[config.mk]
export PLATFORM = sky130hd
export DESIGN_NAME = ifu_fetch_buffer
export DESIGN_NICKNAME = d
export VERILOG_FILES = /design/src/rtl/ifu_fetch_buffer.sv
export SDC_FILE = /design/constraint.sdc
export NUM_CORES = 1
export LEC_CHECK = 0
export BUFFER_PORTS_ARGS = -buffer_cell sky130_fd_sc_hd__buf_2
export CAP_MARGIN = 20
export CORE_ASPECT_RATIO = 0.8
export CORE_MARGIN = 2
export CORE_UTILIZATION = 49
export CTS_CLUSTER_DIAMETER = 60
export DETAILED_ROUTE_END_ITERATION = 10
export GPL_TIMING_DRIVEN = 1
export PLACE_DENSITY = 0.76
export SLEW_MARGIN = 20
export SYNTH_ARGS = -nofsm -noshare
export SYNTH_HDL_FRONTEND = slang
export SYNTH_SLANG_ARGS = --single-unit
[constraint.sdc]
create_clock -name clk -period 2.5 [get_ports clk]
set_clock_uncertainty 0.1 [all_clocks]
set_input_delay 0.125 -clock clk [delete_from_list [all_inputs] [get_ports clk]]
set_output_delay 0.125 -clock clk [all_outputs]
set_load 0.02 [all_outputs]
[src/rtl/ifu_fetch_buffer.sv]
// ifu_fetch_buffer: instruction-fetch front end between the Icache and decode.
// Requests 32B lines over a two-phase toggle handshake, captures each returned
// line, and hands its 32-bit words to decode one at a time over valid/ready.
// Branch redirects restart fetch; a line already in flight is acked and dropped.
module ifu_fetch_buffer #(
    parameter int              PA_W        = 34,
    parameter int              SYNC_STAGES = 2,
    parameter logic [PA_W-1:0] RESET_PC    = '0
) (
    input  logic            clk,
    input  logic            rstn,
    input  logic            i_redirect_valid,
    input  logic [PA_W-1:0] i_redirect_pc,
    output logic [PA_W-1:0] o_fetch_pa,
    output logic            o_req_toggle,
    input  logic            i_req_ack_toggle,
    input  logic            i_line_toggle,
    output logic            o_line_ack_toggle,
    input  logic [255:0]    i_line_data,
    output logic            o_inst_valid,
    output logic [31:0]     o_inst,
    output logic [PA_W-1:0] o_inst_pc,
    input  logic            i_inst_ready
);

    localparam logic [1:0] S_REQ     = 2'd0;
    localparam logic [1:0] S_WAIT    = 2'd1;
    localparam logic [1:0] S_DRAIN   = 2'd2;
    localparam logic [1:0] S_DISCARD = 2'd3;

    localparam logic [PA_W-6:0] LINE_ONE = 1;

    logic [SYNC_STAGES-1:0] reqAckSync_q, lineSync_q;
    logic                   reqAckPrev_q, linePrev_q;
    logic                   reqAckEvt, lineEvt;

    logic [1:0]      state_q, state_d;
    logic [PA_W-1:2] pc_q, pc_d;
    logic [2:0]      slot_q, slot_d;
    logic [255:0]    line_q, line_d;
    logic            reqTog_q, reqTog_d;
    logic            lineAck_q, lineAck_d;
    logic [PA_W-1:0] fetchPa_q, fetchPa_d;
    logic            reqAcked_q, reqAcked_d;
    logic            instValid_q, instValid_d;
    logic [31:0]     inst_q, inst_d;
    logic [PA_W-1:0] instPc_q, instPc_d;
    logic            transfer;

    // Redirect targets are word aligned; the byte offset carries no information.
    logic unusedBits;
    assign unusedBits = ^i_redirect_pc[1:0];

    assign reqAckEvt = reqAckSync_q[SYNC_STAGES-1] ^ reqAckPrev_q;
    assign lineEvt   = lineSync_q[SYNC_STAGES-1] ^ linePrev_q;
    assign transfer  = instValid_q & i_inst_ready;

    // Bring the Icache toggles into this clock domain and keep the last value for edge detection.
    always_ff @(posedge clk or negedge rstn) begin
        if (!rstn) begin
            reqAckSync_q <= '0;
            lineSync_q   <= '0;
            reqAckPrev_q <= 1'b0;
            linePrev_q   <= 1'b0;
        end else begin
            reqAckSync_q <= {reqAckSync_q[SYNC_STAGES-2:0], i_req_ack_toggle};
            lineSync_q   <= {lineSync_q[SYNC_STAGES-2:0], i_line_toggle};
            reqAckPrev_q <= reqAckSync_q[SYNC_STAGES-1];
            linePrev_q   <= lineSync_q[SYNC_STAGES-1];
        end
    end

    // Fetch sequencing; a redirect overrides whatever the current state would have done.
    always_comb begin
        state_d    = state_q;
        pc_d       = pc_q;
        slot_d     = slot_q;
        line_d     = line_q;
        reqTog_d   = reqTog_q;
        lineAck_d  = lineAck_q;
        fetchPa_d  = fetchPa_q;
        reqAcked_d = reqAcked_q | reqAckEvt;

        case (state_q)
            S_REQ: begin
                reqTog_d   = ~reqTog_q;
                fetchPa_d  = {pc_q[PA_W-1:5], 5'b00000};
                reqAcked_d = 1'b0;
                state_d    = S_WAIT;
            end
            S_WAIT: begin
                if (lineEvt) begin
                    line_d    = i_line_data;
                    lineAck_d = ~lineAck_q;
                    slot_d    = pc_q[4:2];
                    state_d   = S_DRAIN;
                end
            end
            S_DRAIN: begin
                if (transfer) begin
                    if (slot_q == 3'd7) begin
                        pc_d    = {pc_q[PA_W-1:5] + LINE_ONE, 3'b000};
                        state_d = S_REQ;
                    end else begin
                        slot_d = slot_q + 3'd1;
                    end
                end
            end
            default: begin
                if (lineEvt) begin
                    lineAck_d = ~lineAck_q;
                    state_d   = S_REQ;
                end
            end
        endcase

        if (i_redirect_valid) begin
            pc_d = i_redirect_pc[PA_W-1:2];
            case (state_q)
                S_REQ, S_DRAIN: begin
                    reqTog_d   = reqTog_q;
                    fetchPa_d  = fetchPa_q;
                    reqAcked_d = reqAcked_q | reqAckEvt;
                    state_d    = S_REQ;
                end
                S_WAIT: begin
                    // A line landing in the redirect cycle is acked and dropped here,
                    // otherwise its event would be consumed and DISCARD would never leave.
                    line_d  = line_q;
                    slot_d  = slot_q;
                    state_d = lineEvt ? S_REQ : S_DISCARD;
                end
                default: begin
                end
            endcase
        end
    end

    // Decode-side outputs are registered from the next slot so a transfer advances them at once.
    always_comb begin
        instValid_d = (state_q == S_DRAIN) && !i_redirect_valid &&
                      !(transfer && (slot_q == 3'd7));
        inst_d      = inst_q;
        instPc_d    = instPc_q;
        if (instValid_d) begin
            inst_d   = line_q[{slot_d, 5'b00000} +: 32];
            instPc_d = {pc_q[PA_W-1:5], slot_d, 2'b00};
        end
    end

    // State and output registers, all cleared by the shared async reset.
    always_ff @(posedge clk or negedge rstn) begin
        if (!rstn) begin
            state_q     <= S_REQ;
            pc_q        <= RESET_PC[PA_W-1:2];
            slot_q      <= 3'd0;
            line_q      <= '0;
            reqTog_q    <= 1'b0;
            lineAck_q   <= 1'b0;
            fetchPa_q   <= {RESET_PC[PA_W-1:5], 5'b00000};
            reqAcked_q  <= 1'b0;
            instValid_q <= 1'b0;
            inst_q      <= '0;
            instPc_q    <= '0;
        end else begin
            state_q     <= state_d;
            pc_q        <= pc_d;
            slot_q      <= slot_d;
            line_q      <= line_d;
            reqTog_q    <= reqTog_d;
            lineAck_q   <= lineAck_d;
            fetchPa_q   <= fetchPa_d;
            reqAcked_q  <= reqAcked_d;
            instValid_q <= instValid_d;
            inst_q      <= inst_d;
            instPc_q    <= instPc_d;
        end
    end

    assign o_fetch_pa        = fetchPa_q;
    assign o_req_toggle      = reqTog_q;
    assign o_line_ack_toggle = lineAck_q;
    assign o_inst_valid      = instValid_q;
    assign o_inst            = inst_q;
    assign o_inst_pc         = instPc_q;

endmodule

# Yosys cells after proc, flatten, opt, wreduce, memory -nomap -nowiden
# Index checks and enable logic that the tools add are counted.
[totals]
output_inout_bits = 103
rom_bits = 0
inputBits = 296
elab_cells = 65
mem_count = 0
mem_bits_rw = 0
register_bits = 397
latch_bits = 0
[op_classes]
magnitude_cmp = 0
eq_ne = 5
div = 0
n_reduce_logical = 12
n_addsub = 2
n_mul = 0
n_shift = 1
bitwise = 5
muxes = 28
[op_table]
columns = ["cell", "n"]
rows = [
  ["256-bit two-way mux", 4],
  ["256-bit by 9-bit variable part select with 32-bit output", 1],
  ["32-bit two-way mux", 4],
  ["34-bit two-way mux", 3],
  ["29-bit by 1-bit adder with 29-bit output (second input constant)", 1],
  ["3-bit two-way mux", 5],
  ["2-bit two-way mux", 6],
  ["2-bit one-hot mux with 3 select lines", 1],
  ["3-bit one-hot mux with 2 select lines", 1],
  ["2-bit nonzero test", 3],
  ["2-bit inequality test (second input constant)", 2],
  ["2-bit one-hot mux with 2 select lines", 1],
  ["3-bit by 1-bit adder with 3-bit output (second input constant)", 1],
  ["3-bit == test (second input constant)", 1],
  ["1-bit logical AND", 3],
  ["1-bit two-way mux", 3],
  ["1-bit NOT", 3],
  ["3-bit AND reduction", 1],
  ["2-bit by 1-bit == test with 1-bit output (second input constant)", 1],
  ["2-bit == test (second input constant)", 1],
  ["1-bit zero test", 2],
  ["2-bit zero test", 1],
  ["2-bit AND reduction", 1],
  ["2-bit OR reduction", 1],
  ["2 further kinds", 2],
]

# Logic depth before layout (Yosys ltp)
[depth]
depth_word = 7
mapped_depth = 14
mapped_depth_nobuf = 10

# Worst setup path after synthesis
# No wires, ideal clock.
[synth_timing]
path_kind = "reg-to-reg"
from = "reg state_q[1]"
to = "reg inst_q[20], in the netlist o_inst[20]"
period_less_slack_ps = 2622
path_stages_with_launch = 13
setup_time_ps = 126
setup_slack_ps = -122
required_ps = 2274
t_arrival_ps = 2396
path_buffers = 4
path_cell_list = "dfrtp_1 > inv_1 > ha_1 > clkbuf_1 > nor4b_1 > a21oi_1 > a32o_1 > buf_2 > nand2_1 > buf_4 > clkbuf_1 > a311oi_1 > a221o_1"
[synth_via]
elab_chain_len = 5
[synth_lines]
columns = ["item", "line_no", "source"]
rows = [
  ["start, declared", "37", "logic [1:0] state_q, state_d;"],
  ["start signal, assigned", "166", "state_q <= state_d;"],
  ["2-bit == test or 2-bit by 1-bit == test with 1-bit output (tied branches)", "84, 119", ""],
  ["3-bit one-hot mux with 2 select lines", "84", "case (state_q)"],
  ["3-bit two-way mux", "119", "case (state_q)"],
  ["3-bit two-way mux *", "117", "if (i_redirect_valid) begin"],
  ["via slot_d[2]", "39", "logic [2:0] slot_q, slot_d;"],
  ["256-bit by 9-bit variable part select with 32-bit output *", "146", "inst_d = line_q[{slot_d, 5'b00000} +: 32];"],
  ["end signal, assigned", "175", "inst_q <= inst_d;"],
  ["end, declared", "46", "logic [31:0] inst_q, inst_d;"],
]
# Mark *: on every way through the listed nets, which the timed path passes. The rest lies on a longest branch.
# A chain may end at the register's enable or synchronous reset.

# Worst setup path after layout
[layout_timing]
from = "reg state_q[0]"
to = "reg inst_q[7], in the netlist o_inst[7]"
[layout_via]
elab_chain_len = 5
[layout_lines]
columns = ["item", "line_no"]
rows = [
  ["2-bit == test or 2-bit by 1-bit == test with 1-bit output (tied branches)", "84, 141, 119"],
  ["3-bit one-hot mux with 2 select lines", "84"],
  ["3-bit two-way mux", "119"],
  ["3-bit two-way mux", "117"],
  ["256-bit by 9-bit variable part select with 32-bit output", "146"],
]
# Several ways; a longest one is shown, not always the timed one.

==> impl_summary.txt <==
----------------------------------------------------
[Placement]
  Area after DPL ... 0.0203 mm²
  Detailed Place HPWL ... 32700 µm
  Weighted congestion reported at the end of routability-driven placement ... 0.859
  Number of input and output port buffers inserted ... 388
  Number of instances in the placed design ... 2224
  Pre-CTS setup slack ... -244 ps

[Global route]
  Residual overflow from global routing ... 0
  Pin count of the biggest net entering global routing ... 89
  Via count of the first global-routing pass ... 15800
  Global-route wire length before repair ... 89000 µm
  Total Routing Usage GR ... 30.9%
  Initial antenna violation count ... 10

[Power and ir drop]
  Worst ir drop on vdd ... 0.000656 V
  Power share of the sequential group ... 38.5%
  Net load switching power ... 10.1 mW
  Clock network power share ... 22.0%
  Static leakage power ... 11.7 nW
  Power density over cell area ... 1130 mW/mm²
  Switching share of total power ... 34.9%
  Int Pwr ... 18.8 mW
  Share of total power in combinational logic ... 39.5%

[Floorplan]
  Die boundary width ... 215 µm
  Initial Util ... 49.8%
  Die Footprint ... 0.0370 mm²
  Count of standard-cell rows ... 61
  Area of the placeable core ... 0.0349 mm²
  Top-level port count ... 399
  Die Ht ... 172 µm

[Drt]
  Total Routed Length ... 59200 µm
  Avg WL per Cell ... 22.5 µm
  Via count of the routed design ... 14700
  Antenna viol nets, final ... 0
  DR DRC count ... 0
  Vias per Instance ... 5.61
  Number of optimization iterations in the first detailed-route pass ... 8
  Count of routing violations after the opening detailed-route iteration ... 1229

[Run status]
  Failing checks ... negative setup slack
  Result of the run ... finished with violations

[Critical path]
  Critical path data arrival time ... 2990 ps
  Critical path class ... reg2reg
  Startpoint type of the worst setup path ... flip-flop
  Endpoint kind of the worst setup timing path ... flip-flop
  Required @ worst endpoint ... 2840 ps
  Critical Path Fanout Max ... 19

[STA]
  Max Clk Rate ... 378 MHz
  Measured slew at the worst slew-check pin ... 568 ps
  Worst setup margin ... -142 ps
  Headroom to the max-slew limit ... 62.2%
  Hold violation total from the final report ... 0
  Share of the cycle needed by the critical path after routing ... 106%
  Shortest period the worst path allows ... 2640 ps
  Hold slack ... 30.8 ps
  Final slew viol count ... 0
  Setup repair after global routing missed its margin ... yes
  Count of endpoints failing setup in the final report ... 32

[Flow run]
  Max capacitance violation total ... 0

[Clock tree]
  Number of buffers on the longest clock path ... 3
  Root Buffer ... sky130_fd_sc_hd__clkbuf_16
  Source-to-sink clock delay at the later pin of the worst-skew pair ... 540 ps
  Number of H-tree levels ... 2
  Clock slew at reported path FFs ... 60 ps
  Sink count of the clock tree ... 392
  Inserted Clock Buffers ... 40
  CTS tree ... done

[Finish]
  Syn-to-layout area delta ... 47.2%
  Fin nets ... 2420
  Fraction of layout cells with a size suffix above 1 ... 42.8%
  Finished Cell Area ... 0.0256 mm²
  Filler instances ... 2138
  Count of placed standard cells in the final layout, fillers left out ... 2627

[Worst hold path]
  Worst hold path type ... in2async

[Synthesis]
  Number of flops mapped to enable cells by yosys ... 0
  YS warnings ... 0
  Post-synth top flop ... sky130_fd_sc_hd__dfrtp_1
  Number of register bits inferred by synthesis ... 392
  Number of distinct standard cells referenced by the synthesized netlist ... 47
  Number of standard cells after synthesis ... 1377
  Sequential element share of the synthesized area ... 56.4%
  Synthesized area divided by synthesized cell count ... 12.6 µm²
  Mapped cell area ... 0.0174 mm²
  Async SR Flop Fraction ... 100%

----------------------------------------------------
-- Yosys cell counts, types with 7 or more instances --
| cell | n | area, µm² |
|---|---|---|
| sky130_fd_sc_hd__and3_1 | 9 | 56.3 |
| sky130_fd_sc_hd__buf_4 | 14 | 105 |
| sky130_fd_sc_hd__nand3_1 | 15 | 75.1 |
| sky130_fd_sc_hd__xor2_1 | 16 | 140 |
| sky130_fd_sc_hd__a21boi_0 | 30 | 225 |
| sky130_fd_sc_hd__nand2_1 | 210 | 788 |
| sky130_fd_sc_hd__a221o_1 | 28 | 280 |
| sky130_fd_sc_hd__nor2_1 | 19 | 71.3 |
| sky130_fd_sc_hd__mux2i_1 | 90 | 901 |
| sky130_fd_sc_hd__clkbuf_1 | 62 | 233 |
| sky130_fd_sc_hd__mux2_2 | 282 | 3180 |
| sky130_fd_sc_hd__xnor2_1 | 15 | 131 |
| sky130_fd_sc_hd__o21ai_1 | 16 | 80.1 |
| sky130_fd_sc_hd__buf_6 | 7 | 78.8 |
| sky130_fd_sc_hd__dfrtp_1 | 392 | 9810 |
| sky130_fd_sc_hd__a311oi_1 | 28 | 245 |
| sky130_fd_sc_hd__o21ai_0 | 25 | 125 |
| sky130_fd_sc_hd__buf_2 | 16 | 80.1 |
| sky130_fd_sc_hd__a211oi_1 | 31 | 233 |
-- routing by layer --
layer  up-vias  global-route usage (%)  part of all wire, %
li1       6407                       -                    -
met1      7391                    37.1                   38
met2       725                    53.5                   51
met3       218                    6.58                  6.6
met4         2                    15.6                  4.7
met5         -                       0                0.019
-- metrics by stage --
| step | util [%] | TNS [ps] | power (mW) |
|---|---|---|---|
| 6_report | 73.4 | -2090 | 29.0 |
| 5_1_grt | 73.4 | -5100 | 30.2 |
| 4_1_cts | 72.0 | -188 | 27.7 |
| 3_5_place_dp | 58.3 | -4750 | 20.2 |
| 3_3_place_gp | 58.3 | -1980 | 19.7 |
| 2_1_floorplan | - | 0 | 16.9 |
-- cell usage in the layout, fill, tap and decap left out, types with 5 or more instances in the layout --
cell / instances
sky130_fd_sc_hd__clkbuf_8: 11
sky130_fd_sc_hd__a211oi_1: 18
sky130_fd_sc_hd__mux2_2: 282
sky130_fd_sc_hd__a311oi_2: 7
sky130_fd_sc_hd__a221o_1: 28
sky130_fd_sc_hd__mux2i_1: 78
sky130_fd_sc_hd__nand3_1: 14
sky130_fd_sc_hd__dlygate4sd3_1: 291
sky130_fd_sc_hd__buf_16: 8
sky130_fd_sc_hd__buf_2: 387
sky130_fd_sc_hd__buf_4: 68
sky130_fd_sc_hd__xor2_1: 16
sky130_fd_sc_hd__buf_6: 10
sky130_fd_sc_hd__conb_1: 7
sky130_fd_sc_hd__nor2_1: 19
sky130_fd_sc_hd__o21ai_1: 16
sky130_fd_sc_hd__clkbuf_16: 43
sky130_fd_sc_hd__clkbuf_1: 6
sky130_fd_sc_hd__xnor2_1: 15
sky130_fd_sc_hd__a311oi_1: 20
sky130_fd_sc_hd__a21oi_1: 5
sky130_fd_sc_hd__buf_12: 23
sky130_fd_sc_hd__mux2i_2: 8
sky130_fd_sc_hd__diode_2: 9
sky130_fd_sc_hd__a211oi_2: 12
sky130_fd_sc_hd__buf_8: 5
sky130_fd_sc_hd__dfrtp_1: 391
sky130_fd_sc_hd__nand2_1: 208
sky130_fd_sc_hd__a21boi_0: 29
sky130_fd_sc_hd__nand4_1: 5
sky130_fd_sc_hd__o21ai_0: 24
sky130_fd_sc_hd__and3_1: 6
-- flip-flops by register name, summed over array words and instances (netlist names), 2 cells and up --
name        flops
lineSync_q      2
line_q        256
o_fetch_pa     29
o_inst         32
o_inst_pc      32
pc_q           32
slot_q          3
state_q         2
-- repair_timing --
item                       in CTS  in global routing
setup buffers                  13                 13
setup endpoints to repair      32                 39
hold buffers                  291                  0
gates cloned                    6                  2
resized for setup              44                 69
pin swaps                      22                 26
hold endpoints to repair      590                  0
-- power groups by stage --
stage | combinational, mW | clock [mW] | sequential [mW]
after floorplan | 5.60 | 0 | 11.3
after global placement | 8.91 | 0 | 10.8
after detailed placement | 9.30 | 0 | 10.9
after CTS | 10.5 | 6.40 | 10.8
after global routing | 12.1 | 6.72 | 11.4
final | 11.4 | 6.37 | 11.1
-- area by class of cell --
| class | instances | area, µm² | share of cell area (%) |
|---|---|---|---|
| inverter | 9 | 41.3 | 0.161 |
| sequential | 392 | 9810 | 38.3 |
| antenna | 9 | 22.5 | 0.0880 |
| multi-input combinational | 881 | 7470 | 29.2 |
| timing repair buffer | 794 | 6280 | 24.5 |
| clock inverter | 12 | 178 | 0.694 |
| tap | 472 | 591 | 2.31 |
| clock buffer | 58 | 1200 | 4.69 |
-- worst paths after layout --
kind                       cells after the start                         to  slack [ps]                     from
setup / recovery                              12      o_inst[7]$_DFFE_PN0P_        -140     state_q[0]$_DFF_PN0_
hold / removal                                 2  o_inst_pc[10]$_DFFE_PN0P_          30                     rstn
setup reg to reg                              12      o_inst[7]$_DFFE_PN0P_        -140     state_q[0]$_DFF_PN0_
hold reg to reg                                0    lineSync_q[1]$_DFF_PN0_         260  lineSync_q[0]$_DFF_PN0_
max in group asynchronous                      3     line_q[54]$_DFFE_PN0P_        1430                     rstn
min in group clk                               4        pc_q[3]$_DFFE_PN0P_          60         i_redirect_valid
-- worst max-delay path, cell delays in order (launching register included) --
cell                       delay, ps
sky130_fd_sc_hd__dfrtp_1         400
sky130_fd_sc_hd__buf_6           140
sky130_fd_sc_hd__ha_4            180
sky130_fd_sc_hd__and3_4          150
sky130_fd_sc_hd__o211ai_1        250
sky130_fd_sc_hd__and2_4          240
sky130_fd_sc_hd__inv_8            60
sky130_fd_sc_hd__buf_4           140
sky130_fd_sc_hd__buf_12          150
sky130_fd_sc_hd__buf_12          150
sky130_fd_sc_hd__mux2i_1         130
sky130_fd_sc_hd__a22o_1          220
sky130_fd_sc_hd__o31ai_2         210
-- cells by family after synthesis --
group / after synthesis / share of synthesized area (%)
xor+xnor: 32 / 1.66
buf+inv: 110 / 3.10
flops: 392 / 56.4
other cells: 1 / 0.0216
simple gates: 280 / 6.72
mux: 372 / 23.5
compound gates: 184 / 8.18
fa+ha+maj: 6 / 0.432
(Power assumes the default switching activity.)
